<file path="config.mk">
export PLATFORM = sky130hd
export DESIGN_NAME = linear_layer_seq
export DESIGN_NICKNAME = d
export VERILOG_FILES = /design/src/rtl/linear_layer_seq.sv
export SDC_FILE = /design/constraint.sdc
export NUM_CORES = 1
export LEC_CHECK = 0
export BUFFER_PORTS_ARGS = -buffer_cell sky130_fd_sc_hd__buf_2
export CAP_MARGIN = 20
export CORE_ASPECT_RATIO = 0.6
export CORE_MARGIN = 5
export CORE_UTILIZATION = 31
export CTS_CLUSTER_DIAMETER = 100
export DETAILED_ROUTE_END_ITERATION = 8
export PLACE_DENSITY = 0.86
export SLEW_MARGIN = 20
export SYNTH_ARGS = -nofsm -noshare
export SYNTH_HDL_FRONTEND = slang
export SYNTH_SLANG_ARGS = --single-unit
</file>
<file path="constraint.sdc">
create_clock -name clk -period 1.97 [get_ports clk]
set_input_delay 0.394 -clock clk [delete_from_list [all_inputs] [get_ports clk]]
set_output_delay 0.394 -clock clk [all_outputs]
set_load 0.01 [all_outputs]
</file>
<file path="src/rtl/linear_layer_seq.sv">
// Time-multiplexed linear layer: a single signed MAC walks every (row, col) weight,
// finishing one output element every NIN cycles, with valid/ready on both vectors.
module linear_layer_seq #(
    parameter int WIDTH = 16,
    parameter int NIN   = 4,
    parameter int NOUT  = 4,
    parameter int FRAC  = 0,
    parameter logic [WIDTH*NIN*NOUT-1:0] WEIGHTS_MATRIX_FLAT = '0
) (
    input  logic                    clk,
    input  logic                    rst,
    input  logic                    in_valid,
    output logic                    in_ready,
    input  logic signed [WIDTH-1:0] in_vec [0:NIN-1],
    output logic                    out_valid,
    input  logic                    out_ready,
    output logic signed [WIDTH-1:0] out_vec [0:NOUT-1],
    output logic                    busy
);

    localparam int PROD_W = 2 * WIDTH;
    localparam int ACC_W  = PROD_W + $clog2(NIN);
    localparam int COL_W  = (NIN > 1) ? $clog2(NIN) : 1;
    localparam int ROW_W  = (NOUT > 1) ? $clog2(NOUT) : 1;

    localparam logic [COL_W-1:0] COL_LAST = COL_W'(NIN - 1);
    localparam logic [ROW_W-1:0] ROW_LAST = ROW_W'(NOUT - 1);

    localparam logic signed [ACC_W-1:0] ACC_MAX = {{(ACC_W-WIDTH+1){1'b0}}, {(WIDTH-1){1'b1}}};
    localparam logic signed [ACC_W-1:0] ACC_MIN = {{(ACC_W-WIDTH+1){1'b1}}, {(WIDTH-1){1'b0}}};
    localparam logic signed [WIDTH-1:0] OUT_MAX = {1'b0, {(WIDTH-1){1'b1}}};
    localparam logic signed [WIDTH-1:0] OUT_MIN = {1'b1, {(WIDTH-1){1'b0}}};

    typedef enum logic [1:0] {IDLE, RUN, DONE} state_t;

    state_t state_q, state_d;

    logic [ROW_W-1:0]        row_q, row_d;
    logic [COL_W-1:0]        col_q, col_d;
    logic signed [ACC_W-1:0] acc_q, acc_d;
    logic signed [WIDTH-1:0] in_reg_q  [0:NIN-1];
    logic signed [WIDTH-1:0] in_reg_d  [0:NIN-1];
    logic signed [WIDTH-1:0] out_vec_q [0:NOUT-1];
    logic signed [WIDTH-1:0] out_vec_d [0:NOUT-1];

    logic signed [WIDTH-1:0]  w_mat [0:NOUT-1][0:NIN-1];
    logic signed [PROD_W-1:0] prod;
    logic signed [ACC_W-1:0]  acc_sum;
    logic signed [ACC_W-1:0]  acc_shift;
    logic signed [WIDTH-1:0]  sat_val;
    logic                     last_mac;

    // Row r starts at the top of its NIN*WIDTH slice; element 0 sits at the slice MSB.
    for (genvar r = 0; r < NOUT; r++) begin : g_row
        for (genvar i = 0; i < NIN; i++) begin : g_col
            assign w_mat[r][i] = WEIGHTS_MATRIX_FLAT[NIN*(NOUT-r)*WIDTH-1 - i*WIDTH -: WIDTH];
        end
    end

    assign last_mac = (row_q == ROW_LAST) && (col_q == COL_LAST);

    always_ff @(posedge clk or posedge rst) begin
        if (rst) begin
            state_q <= IDLE;
        end else begin
            state_q <= state_d;
        end
    end

    always_comb begin
        state_d = state_q;
        case (state_q)
            IDLE:    if (in_valid)  state_d = RUN;
            RUN:     if (last_mac)  state_d = DONE;
            DONE:    if (out_ready) state_d = IDLE;
            default: state_d = IDLE;
        endcase
    end

    always_comb begin
        in_ready  = 1'b0;
        out_valid = 1'b0;
        busy      = 1'b0;
        case (state_q)
            IDLE: in_ready = 1'b1;
            RUN:  busy     = 1'b1;
            DONE: begin
                out_valid = 1'b1;
                busy      = 1'b1;
            end
            default: ;
        endcase
    end

    // The sum includes this cycle's product, so on the last column it is the finished dot product.
    always_comb begin
        prod      = PROD_W'(in_reg_q[col_q]) * PROD_W'(w_mat[row_q][col_q]);
        acc_sum   = acc_q + ACC_W'(prod);
        acc_shift = acc_sum >>> FRAC;
        if (acc_shift > ACC_MAX) begin
            sat_val = OUT_MAX;
        end else if (acc_shift < ACC_MIN) begin
            sat_val = OUT_MIN;
        end else begin
            sat_val = acc_shift[WIDTH-1:0];
        end
    end

    always_comb begin
        row_d     = row_q;
        col_d     = col_q;
        acc_d     = acc_q;
        in_reg_d  = in_reg_q;
        out_vec_d = out_vec_q;
        case (state_q)
            IDLE: begin
                if (in_valid) begin
                    in_reg_d = in_vec;
                    row_d    = '0;
                    col_d    = '0;
                    acc_d    = '0;
                end
            end
            RUN: begin
                if (col_q == COL_LAST) begin
                    out_vec_d[row_q] = sat_val;
                    acc_d            = '0;
                    col_d            = '0;
                    row_d            = last_mac ? '0 : row_q + ROW_W'(1);
                end else begin
                    acc_d = acc_sum;
                    col_d = col_q + COL_W'(1);
                end
            end
            default: ;
        endcase
    end

    always_ff @(posedge clk or posedge rst) begin
        if (rst) begin
            row_q     <= '0;
            col_q     <= '0;
            acc_q     <= '0;
            in_reg_q  <= '{default: '0};
            out_vec_q <= '{default: '0};
        end else begin
            row_q     <= row_d;
            col_q     <= col_d;
            acc_q     <= acc_d;
            in_reg_q  <= in_reg_d;
            out_vec_q <= out_vec_d;
        end
    end

    assign out_vec = out_vec_q;

endmodule
</file>
==> out/metrics.cfg, run 1 <==
[critical_path]
path_max_fanout = 6
worst_path_max_delay_cell = dfrtp_1
crit_type = reg -> out
worstSetupEndpointType = primary output
r2r_setup_slack_ps = 610
max_stage_delay_ps = 390
critPathRequiredTime_ps = 1580
regToRegEndpoint = row_q[0]
reg2reg_depth = 5
crit_path_start_kind = flip-flop
crit_arrival_ps = 1180
r2r_start = state_q[0]
crit_chain = inv_1 > ha_1 > buf_2

[clocking]
cts_buffers = 3
htreeDepth = 1
post-cts-setup-buffers = 0
clkTransAtPathRegs_ps = 40
numClockSinks = 6
ctsHoldBuffers = 0
clockRootBuffer = clkbuf_8
clkLatencyLatePin_ps = 220
cts_tree = yes
cts_buffer_depth = 2
cts_resized = 0

[cells_and_area]
fill_cells = 280
mostFrequentLayoutCells = 64 x conb_1, 6 x dfrtp_1, 6 x buf_2
fin_area_um2 = 743
area_growth_pct = -15.1
seq_area_um2 = 150
final_layout_size_suffix_gt1_frac = 0.127
finalNetCount = 185
diodes = 0
multi_input_area_um2 = 463
instances_no_fill = 142
layout_commonest_cell = conb_1

[timing]
clock_skew_ps = 0.324
drv_slew = 0
setup_slack_ps = 398
finalSetupTns_ps = 0
hold_viol_final = 0
setup_violations = 0
holdWs_ps = 82.5
rsz0062_at_grt = no
min_period_over_period = 0.798
max_freq_mhz = 636
fin_crit_ps = 1570

[floorplan]
io_pins = 135
die_width_um = 78.6
die_area_mm2 = 0.00402
core_area_mm2 = 0.00261
start_util = 0.336
die_h_um = 51.2
num_rows = 14

[placement]
dp_slack_ps = 620
dpl.hpwl_mm = 1.18
place_congestion = 0.764
placed_area_um2 = 702
place_inst = 139
io_buffers = 6

[global_route]
grt_max_degree = 8
grt_pass1_wl_mm = 1.84
grt.total_usage = 0.0615
grt_antenna_before_repair = 0
grt_pass1_vias = 378
gr-total-overflow = 0

[power_and_ir_drop]
power_per_cell_area_mw_per_mm2 = 1010
ir_worst_vdd_mv = 0.535
p_leak_nw = 0.454

[logic_synthesis]
seq_area_frac_synth = 0.171
yosysWarnings = 0
synth_area_um2 = 876
synth_seq_cells = 6
syn-mean-instance-area_um2 = 8.59
synthCells = 102
yosys.cell_types.count = 20

[route]
routed_wl_mm = 1.31
viasPerCell = 3.30
drt_iter0_drc = 5
ant_nets = 0
first_pass_iters = 4
dr_total_vias = 468
wl_per_cell_um = 9.25
drc = 0

[outcome]
status = completed

[job]
maxCapViolCount = 0

[worst_hold_path]
hold_path_class = in -> async

cell type report:
cell class | instances | area share
Clock buffer | 3 | 0.0556
Inverter | 5 | 0.0253
Multi-Input combinational cell | 90 | 0.623
Sequential cell | 6 | 0.202
Tap cell | 32 | 0.0539
Timing Repair Buffer | 6 | 0.0404
report_power, final:
part	switching [mW]	total (mW)	internal, mW
combinational	0.225	0.362	0.137
sequential	0.0365	0.204	0.167
clock	0.0530	0.184	0.131
Yosys cell counts:
master     instances  share of area
o21ai_1            2          0.011
a41oi_1            1          0.010
o41ai_2            1          0.019
conb_1             1         0.0043
buf_4             64           0.55
a21bo_1            1          0.011
nand2_1            1         0.0043
a32o_2             1          0.013
inv_1              5          0.021
dfrtp_1            6           0.17
o31ai_2            1          0.014
nor2b_1            2          0.014
o2bb2ai_1          1          0.010
nand2b_2           1          0.010
a31oi_1            4          0.029
ha_1               5          0.071
nand2b_1           1         0.0071
and2b_4            1          0.011
o2111ai_1          1          0.010
nor2_1             2         0.0086
routing by layer:
metal / wire length (um) / share of wire / vias to the layer above / global-route usage
met4: 8 / 0.0061 / 0 / 0.0262
met1: 426 / 0.32 / 217 / 0.0624
met3: 160 / 0.12 / 2 / 0.0386
met2: 718 / 0.55 / 29 / 0.103
li1: - / - / 220 / -
met5: 0 / 0 / - / 0
how the worst max path moves through the flow:
| stage | startpoint | end | slack (ps) | depth (start not counted) |
|---|---|---|---|---|
| after floorplan | state_q[0] | row_q[0] | 680 | 5 |
| after global placement | state_q[0] | row_q[0] | 650 | 5 |
| after detailed placement | state_q[0] | row_q[0] | 620 | 5 |
| after CTS | state_q[0] | in_ready | 400 | 3 |
| after global routing | state_q[0] | in_ready | 310 | 3 |
| final | state_q[0] | in_ready | 400 | 3 |
registers in the layout, summed over array words and instances, names as in the netlist:
signal / cells
col_q: 2
row_q: 2
state_q: 2
per-stage QoR:
stage | total power, mW | utilization
2_1_floorplan | 0.583 | -
3_3_place_gp | 0.546 | 0.269
3_5_place_dp | 0.561 | 0.269
4_1_cts | 0.753 | 0.285
5_1_grt | 0.814 | 0.285
6_report | 0.750 | 0.285
worst max-delay path, delay by kind of cell (launching register included):
kind | cells | cell delay, ps
fa+ha+maj | 1 | 290
buf+inv | 2 | 270
flops | 1 | 390
kinds of logic (layout without fill, tap and decap cells):
| logic type | after synthesis | after routing | share of synthesized area |
|---|---|---|---|
| other | 1 | 64 | 0.00428 |
| DFF | 6 | 6 | 0.171 |
| and+or+nand+nor | 8 | 8 | 0.0557 |
| buffers and inverters | 69 | 14 | 0.570 |
| AOI/OAI and AO/OA | 13 | 13 | 0.127 |
| adders and majority gates | 5 | 5 | 0.0714 |
Note: power is estimated with default switching activity, not from simulation.
==> run 2, diff against run 1 <==
CORE_UTILIZATION = 29   (was 31)
PLACE_DENSITY = 0.81   (was 0.86)
clock period = 1.61 ns   (was 1.97 ns; I/O delays follow)
==> run 2 against run 1 <==
Routed wire length is 7.1% lower. Clock-buffer cell count stayed put. Clock power is 21% higher. Die area is 5.8% higher. Non-clock buffer count stayed put. Largest cell class unchanged. Sequential cell count stayed put. Power is 22% higher. Utilization is 2.3 points lower. Setup slack worse by 280 ps. Clock skew is 1.0 ps higher.
==> out/metrics.cfg, run 2 (same netlist as run 1, synthesis figures left out) <==
[power_and_ir_drop]
combPwrFrac = 0.487  ; +0.004
power_frac_clock = 0.242  ; -0.004
seqPwrFrac = 0.270  ; -0.002
p_sw_frac = 0.420  ; +0.000987
net-switching-power_uw = 385  ; +23%
ir_worst_vdd_mv = 0.531  ; -0.67%
p_int_uw = 532  ; +22%
report.power.total_uw = 918  ; +22%
power_per_cell_area_mw_per_mm2 = 1210  ; +20%
p_leak_nw = 0.454  ; unchanged

[cells_and_area]
fill_cells = 323  ; +15%
seq_area_um2 = 150  ; unchanged
instances_no_fill = 152  ; +7.0%
top_regs = col_q: 2 flops, row_q: 2 flops, state_q: 2 flops
finalNetCount = 185  ; unchanged
diodes = 0  ; unchanged
layout_commonest_cell = conb_1
mostFrequentLayoutCells = 64 x conb_1, 6 x dfrtp_1, 6 x buf_2
final_layout_size_suffix_gt1_frac = 0.127  ; unchanged
area_growth_pct = -13.7
multi_input_area_um2 = 463  ; unchanged

[critical_path]
startpoint = state_q[0]
crit_path_start_kind = flip-flop
critPathRequiredTime_ps = 1290  ; -290 ps
path_max_fanout = 6  ; unchanged
crit_type = reg -> out
crit_arrival_ps = 1170  ; about the same
r2r_start = state_q[0]
reg2reg_depth = 5  ; unchanged
worstSetupEndpointType = primary output

[placement]
place_inst = 149  ; +7.2%
place_congestion = 0.791  ; +3.6%
dpl.hpwl_mm = 1.10  ; -6.8%
io_buffers = 6  ; unchanged

[clocking]
clkTransAtPathRegs_ps = 40  ; about the same
cts_tree = yes
htreeDepth = 1  ; unchanged
cts_buffer_depth = 2  ; unchanged
clockRootBuffer = clkbuf_8
ctsHoldBuffers = 0  ; unchanged
clkLatencyLatePin_ps = 220  ; about the same
cts_buffers = 3  ; unchanged
post-cts-setup-buffers = 0  ; unchanged
numClockSinks = 6  ; unchanged
cts_resized = 0  ; unchanged

[route]
drc = 0  ; unchanged
ant_nets = 0  ; unchanged
wl_per_cell_um = 8.03  ; -13%
drt_iter0_drc = 5  ; unchanged
viasPerCell = 3.01  ; -8.6%
routed_wl_mm = 1.22  ; -7.1%
dr_total_vias = 458  ; -2.1%
first_pass_iters = 4  ; unchanged

[timing]
clock_skew_ps = 1.36  ; +1.03 ps
drv_slew = 0  ; unchanged
hold_viol_final = 0  ; unchanged
rsz0062_at_grt = no
fin_crit_ps = 1490
setup_violations = 0  ; unchanged
min_period_over_period = 0.926
holdWs_ps = 11.0  ; -71.5 ps
max_freq_mhz = 671
finalSetupTns_ps = 0  ; unchanged

[global_route]
grt.total_usage = 0.0456  ; -0.0159
grt_max_degree = 8  ; unchanged
grt_antenna_before_repair = 0  ; unchanged
gr-total-overflow = 0  ; unchanged
grt_pass1_wl_mm = 1.50  ; -18%
grt_pass1_vias = 353  ; -6.6%

[worst_hold_path]
hold_path_class = in -> async

[floorplan]
core_area_mm2 = 0.00289  ; +11%
num_rows = 15  ; +1
die_h_um = 52.6  ; +2.7%
start_util = 0.303  ; -0.0325
io_pins = 135  ; unchanged
die_area_mm2 = 0.00426  ; +5.8%
die_width_um = 80.9  ; +3.0%

[job]
maxCapViolCount = 0  ; unchanged

[outcome]
status = completed

run 2: final timing paths:
path,end,slack [ps]
min in group clk,row_q[0],420
max,in_ready,120
min,state_q[0],10
max in group asynchronous,row_q[0],1400
max reg2reg,row_q[0],250
min reg2reg,col_q[1],500
run 2: final cells by class:
| class | instances | area share |
|---|---|---|
| tap | 42 | 0.0695 |
| timing repair buffer | 6 | 0.0397 |
| clock buffer | 3 | 0.0546 |
| multi-input combinational | 90 | 0.613 |
| inverter | 5 | 0.0248 |
| sequential | 6 | 0.199 |
run 2: worst max-delay path: stages (launching register included):
cell,delay [ps]
dfrtp_1,390
inv_1,90
ha_1,280
buf_2,180
run 2: power by group through the flow:
| stage | clock, mW | combinational (mW) | sequential (mW) |
|---|---|---|---|
| finish | 0.222 | 0.447 | 0.248 |
| global route | 0.238 | 0.496 | 0.252 |
| CTS | 0.227 | 0.444 | 0.247 |
| detailed placement | 0 | 0.441 | 0.248 |
| global placement | 0 | 0.431 | 0.245 |
| floorplan | 0 | 0.475 | 0.238 |
run 2: metal layers:
| metal | vias up | global-route usage | share of wire |
|---|---|---|---|
| li1 | 220 | - | - |
| met1 | 206 | 0.0583 | 0.36 |
| met2 | 30 | 0.0668 | 0.51 |
| met3 | 2 | 0.0103 | 0.11 |
| met4 | 0 | 0.0337 | 0.019 |
| met5 | - | 0 | 0 |
run 2: per-stage QoR:
stage          utilization  setup slack, ps  instance area (um^2)
3_3_place_gp         0.247              268                   714
6_report             0.261              120                   756
4_1_cts              0.261              115                   756
5_1_grt              0.261             83.7                   756
3_5_place_dp         0.247              256                   714
2_1_floorplan            -              318                  1110
==> run 3, diff against run 2 <==
ABC_AREA = 1   (was unset)
PLACE_DENSITY = 0.86   (was 0.81)
==> run 3 against run 2 <==
Critical endpoint unchanged. Clock skew decreased by 0.71 ps. Die area increased by 1.7%. Utilization about the same. Combinational power increased by 13%. Routed wire length decreased by 3.7%. Setup slack improved by 100 ps.
==> out/metrics.cfg, run 3 <==
[global_route]
gr-total-overflow = 0  ; unchanged
grt_max_degree = 9  ; +1
grt_antenna_before_repair = 0  ; unchanged
grt.total_usage = 0.0470  ; +0.00141
grt_pass1_vias = 367  ; +4.0%
grt_pass1_wl_mm = 1.49  ; -0.93%

[critical_path]
critPathRequiredTime_ps = 1290  ; about the same
worstSetupEndpointType = primary output
path_max_fanout = 5  ; -1
crit_chain = inv_1 > ha_1 > buf_2
crit_type = reg -> out
max_stage_delay_ps = 390  ; about the same
crit_arrival_ps = 1070  ; -100 ps
worst_path_max_delay_cell = dfrtp_1
crit_path_start_kind = flip-flop

[clocking]
clkTransAtPathRegs_ps = 30  ; about the same
htreeDepth = 1  ; unchanged
cts_buffers = 3  ; unchanged
clkLatencyLatePin_ps = 220  ; about the same
post-cts-setup-buffers = 0  ; unchanged
cts_tree = yes
clockRootBuffer = clkbuf_8
numClockSinks = 6  ; unchanged
cts_resized = 0  ; unchanged
cts_buffer_depth = 2  ; unchanged
ctsHoldBuffers = 0  ; unchanged

[cells_and_area]
mostFrequentLayoutCells = 64 x conb_1, 20 x nand2_1, 8 x inv_1
fin_area_um2 = 762  ; +0.83%
area_growth_pct = -14.7
layout_commonest_cell = conb_1
diodes = 0  ; unchanged
finalNetCount = 200  ; +8.1%
final_layout_size_suffix_gt1_frac = 0.104  ; -0.0233
top_regs = col_q: 2 flops, row_q: 2 flops, state_q: 2 flops

[floorplan]
die_area_mm2 = 0.00433  ; +1.7%
io_pins = 135  ; unchanged
core_area_mm2 = 0.00291  ; +0.65%
die_h_um = 53.0  ; +0.80%
start_util = 0.307  ; +0.00407
num_rows = 15  ; unchanged
die_width_um = 81.7  ; +0.88%

[route]
dr_total_vias = 474  ; +3.5%
drc = 0  ; unchanged
first_pass_iters = 4  ; unchanged
viasPerCell = 2.84  ; -5.8%
routed_wl_mm = 1.18  ; -3.7%
wl_per_cell_um = 7.04  ; -12%
ant_nets = 0  ; unchanged
drt_iter0_drc = 7  ; +2

[timing]
min_period_over_period = 0.862  ; -0.0641
rsz0062_at_grt = no
drv_slew = 0  ; unchanged
clock_skew_ps = 0.652  ; -0.706 ps
fin_crit_ps = 1390  ; -103 ps
max_freq_mhz = 721  ; +7.4%
setup_violations = 0  ; unchanged
hold_viol_final = 0  ; unchanged
finalSetupTns_ps = 0  ; unchanged

[logic_synthesis]
synthTopCellsByArea = buf_4 54%, dfrtp_1 17%, nand2_1 8.4%, ha_1 7.0%, inv_1 3.4%
syn-mean-instance-area_um2 = 7.57  ; -12%
synthFlopType = dfrtp_1
synthCells = 118  ; +16%
synth_top_area_cell = buf_4
ys_async_sr_fraction = 1.00  ; unchanged
yosys.cell_types.count = 14  ; -30%
synth_seq_cells = 6  ; unchanged
seq_area_frac_synth = 0.168  ; -0.00336
synth_area_um2 = 893  ; +2.0%
synth_edf_count = 0  ; unchanged
synth_top_cells_by_count = 64 x buf_4, 20 x nand2_1, 8 x inv_1
yosysWarnings = 0  ; unchanged
synthMostInstantiatedCell = buf_4
synth_top_area_frac = 0.538  ; -0.0108

[placement]
placed_area_um2 = 721  ; +0.88%
dpl.hpwl_mm = 1.10  ; about the same
io_buffers = 6  ; unchanged
place_congestion = 0.711  ; -10%

[power_and_ir_drop]
report.power.total_uw = 962  ; +4.8%
ir_worst_vdd_mv = 0.420  ; -21%
p_leak_nw = 0.495  ; +9.0%
power_per_cell_area_mw_per_mm2 = 1260  ; +4.0%

[outcome]
status = completed

[job]
maxCapViolCount = 0  ; unchanged

[worst_hold_path]
hold_path_class = in -> async

[run 3: changes by cell type in the layout (fill, tap and decap cells not counted), moves of 2 or more]
cell	previous run	this run
nand2_1	1	20
a31oi_1	4	0
nand3_1	0	4
inv_1	5	8
nand2_4	0	2
nand4_1	0	2
nor2b_1	2	0
o21ai_1	2	0
[run 3: stage by stage]
stage                     worst slack, ps  cells  hold slack (ps)   util
after global routing                  154    167             25.3  0.262
after global placement                356    164              241  0.248
after CTS                             211    167             7.74  0.262
after floorplan                       446    181              113      -
after detailed placement              323    164              240  0.248
final                                 223    167             8.36  0.262
[run 3: critical path, delay by kind of cell (launching register included)]
family     cells  cell delay, ps
flops          1             390
fa+ha+maj      1             220
buf+inv        2             240
[run 3: report_power, final]
| group | internal (mW) | leakage (nW) | switching (mW) | total [mW] |
|---|---|---|---|---|
| clock | 0.160 | 0.0216 | 0.0544 | 0.214 |
| combinational | 0.159 | 0.394 | 0.344 | 0.503 |
| sequential | 0.207 | 0.0794 | 0.0378 | 0.245 |
[run 3: routing by layer]
metal | track usage | up-vias | part of all wire
li1 | - | 241 | -
met1 | 0.0549 | 209 | 0.36
met2 | 0.0689 | 24 | 0.53
met3 | 0.0204 | 0 | 0.11
met4 | 0.0331 | 0 | 0
met5 | 0 | - | 0
[run 3: area by class of cell]
| cell class | count | area [um^2] |
|---|---|---|
| Sequential cell | 6 | 150 |
| Multi-Input combinational cell | 101 | 454 |
| Inverter | 9 | 33.8 |
| Clock buffer | 3 | 41.3 |
| Tap cell | 42 | 52.6 |
| Fill cell | 329 | 2150 |
| Timing Repair Buffer | 6 | 30.0 |
[run 3: worst paths after layout]
| check | start | end | slack, ps | depth (start not counted) |
|---|---|---|---|---|
| setup / recovery | state_q[1] | in_ready | 220 | 3 |
| hold / removal | rst | row_q[1] | 8 | 2 |
| setup reg to reg | state_q[1] | state_q[1] | 320 | 6 |
| hold reg to reg | row_q[1] | row_q[1] | 480 | 2 |
| max in group asynchronous | rst | state_q[0] | 1420 | 2 |
| min in group clk | in_valid | state_q[0] | 420 | 3 |
[run 3: kinds of logic (layout without fill, tap and decap cells)]
| kind of cell | Yosys count | count (layout) | share of synthesized area |
|---|---|---|---|
| flops | 6 | 6 | 0.168 |
| buf+inv | 74 | 18 | 0.588 |
| fa+ha+maj | 5 | 5 | 0.0700 |
| other cells | 1 | 64 | 0.00420 |
| simple gates | 32 | 32 | 0.169 |
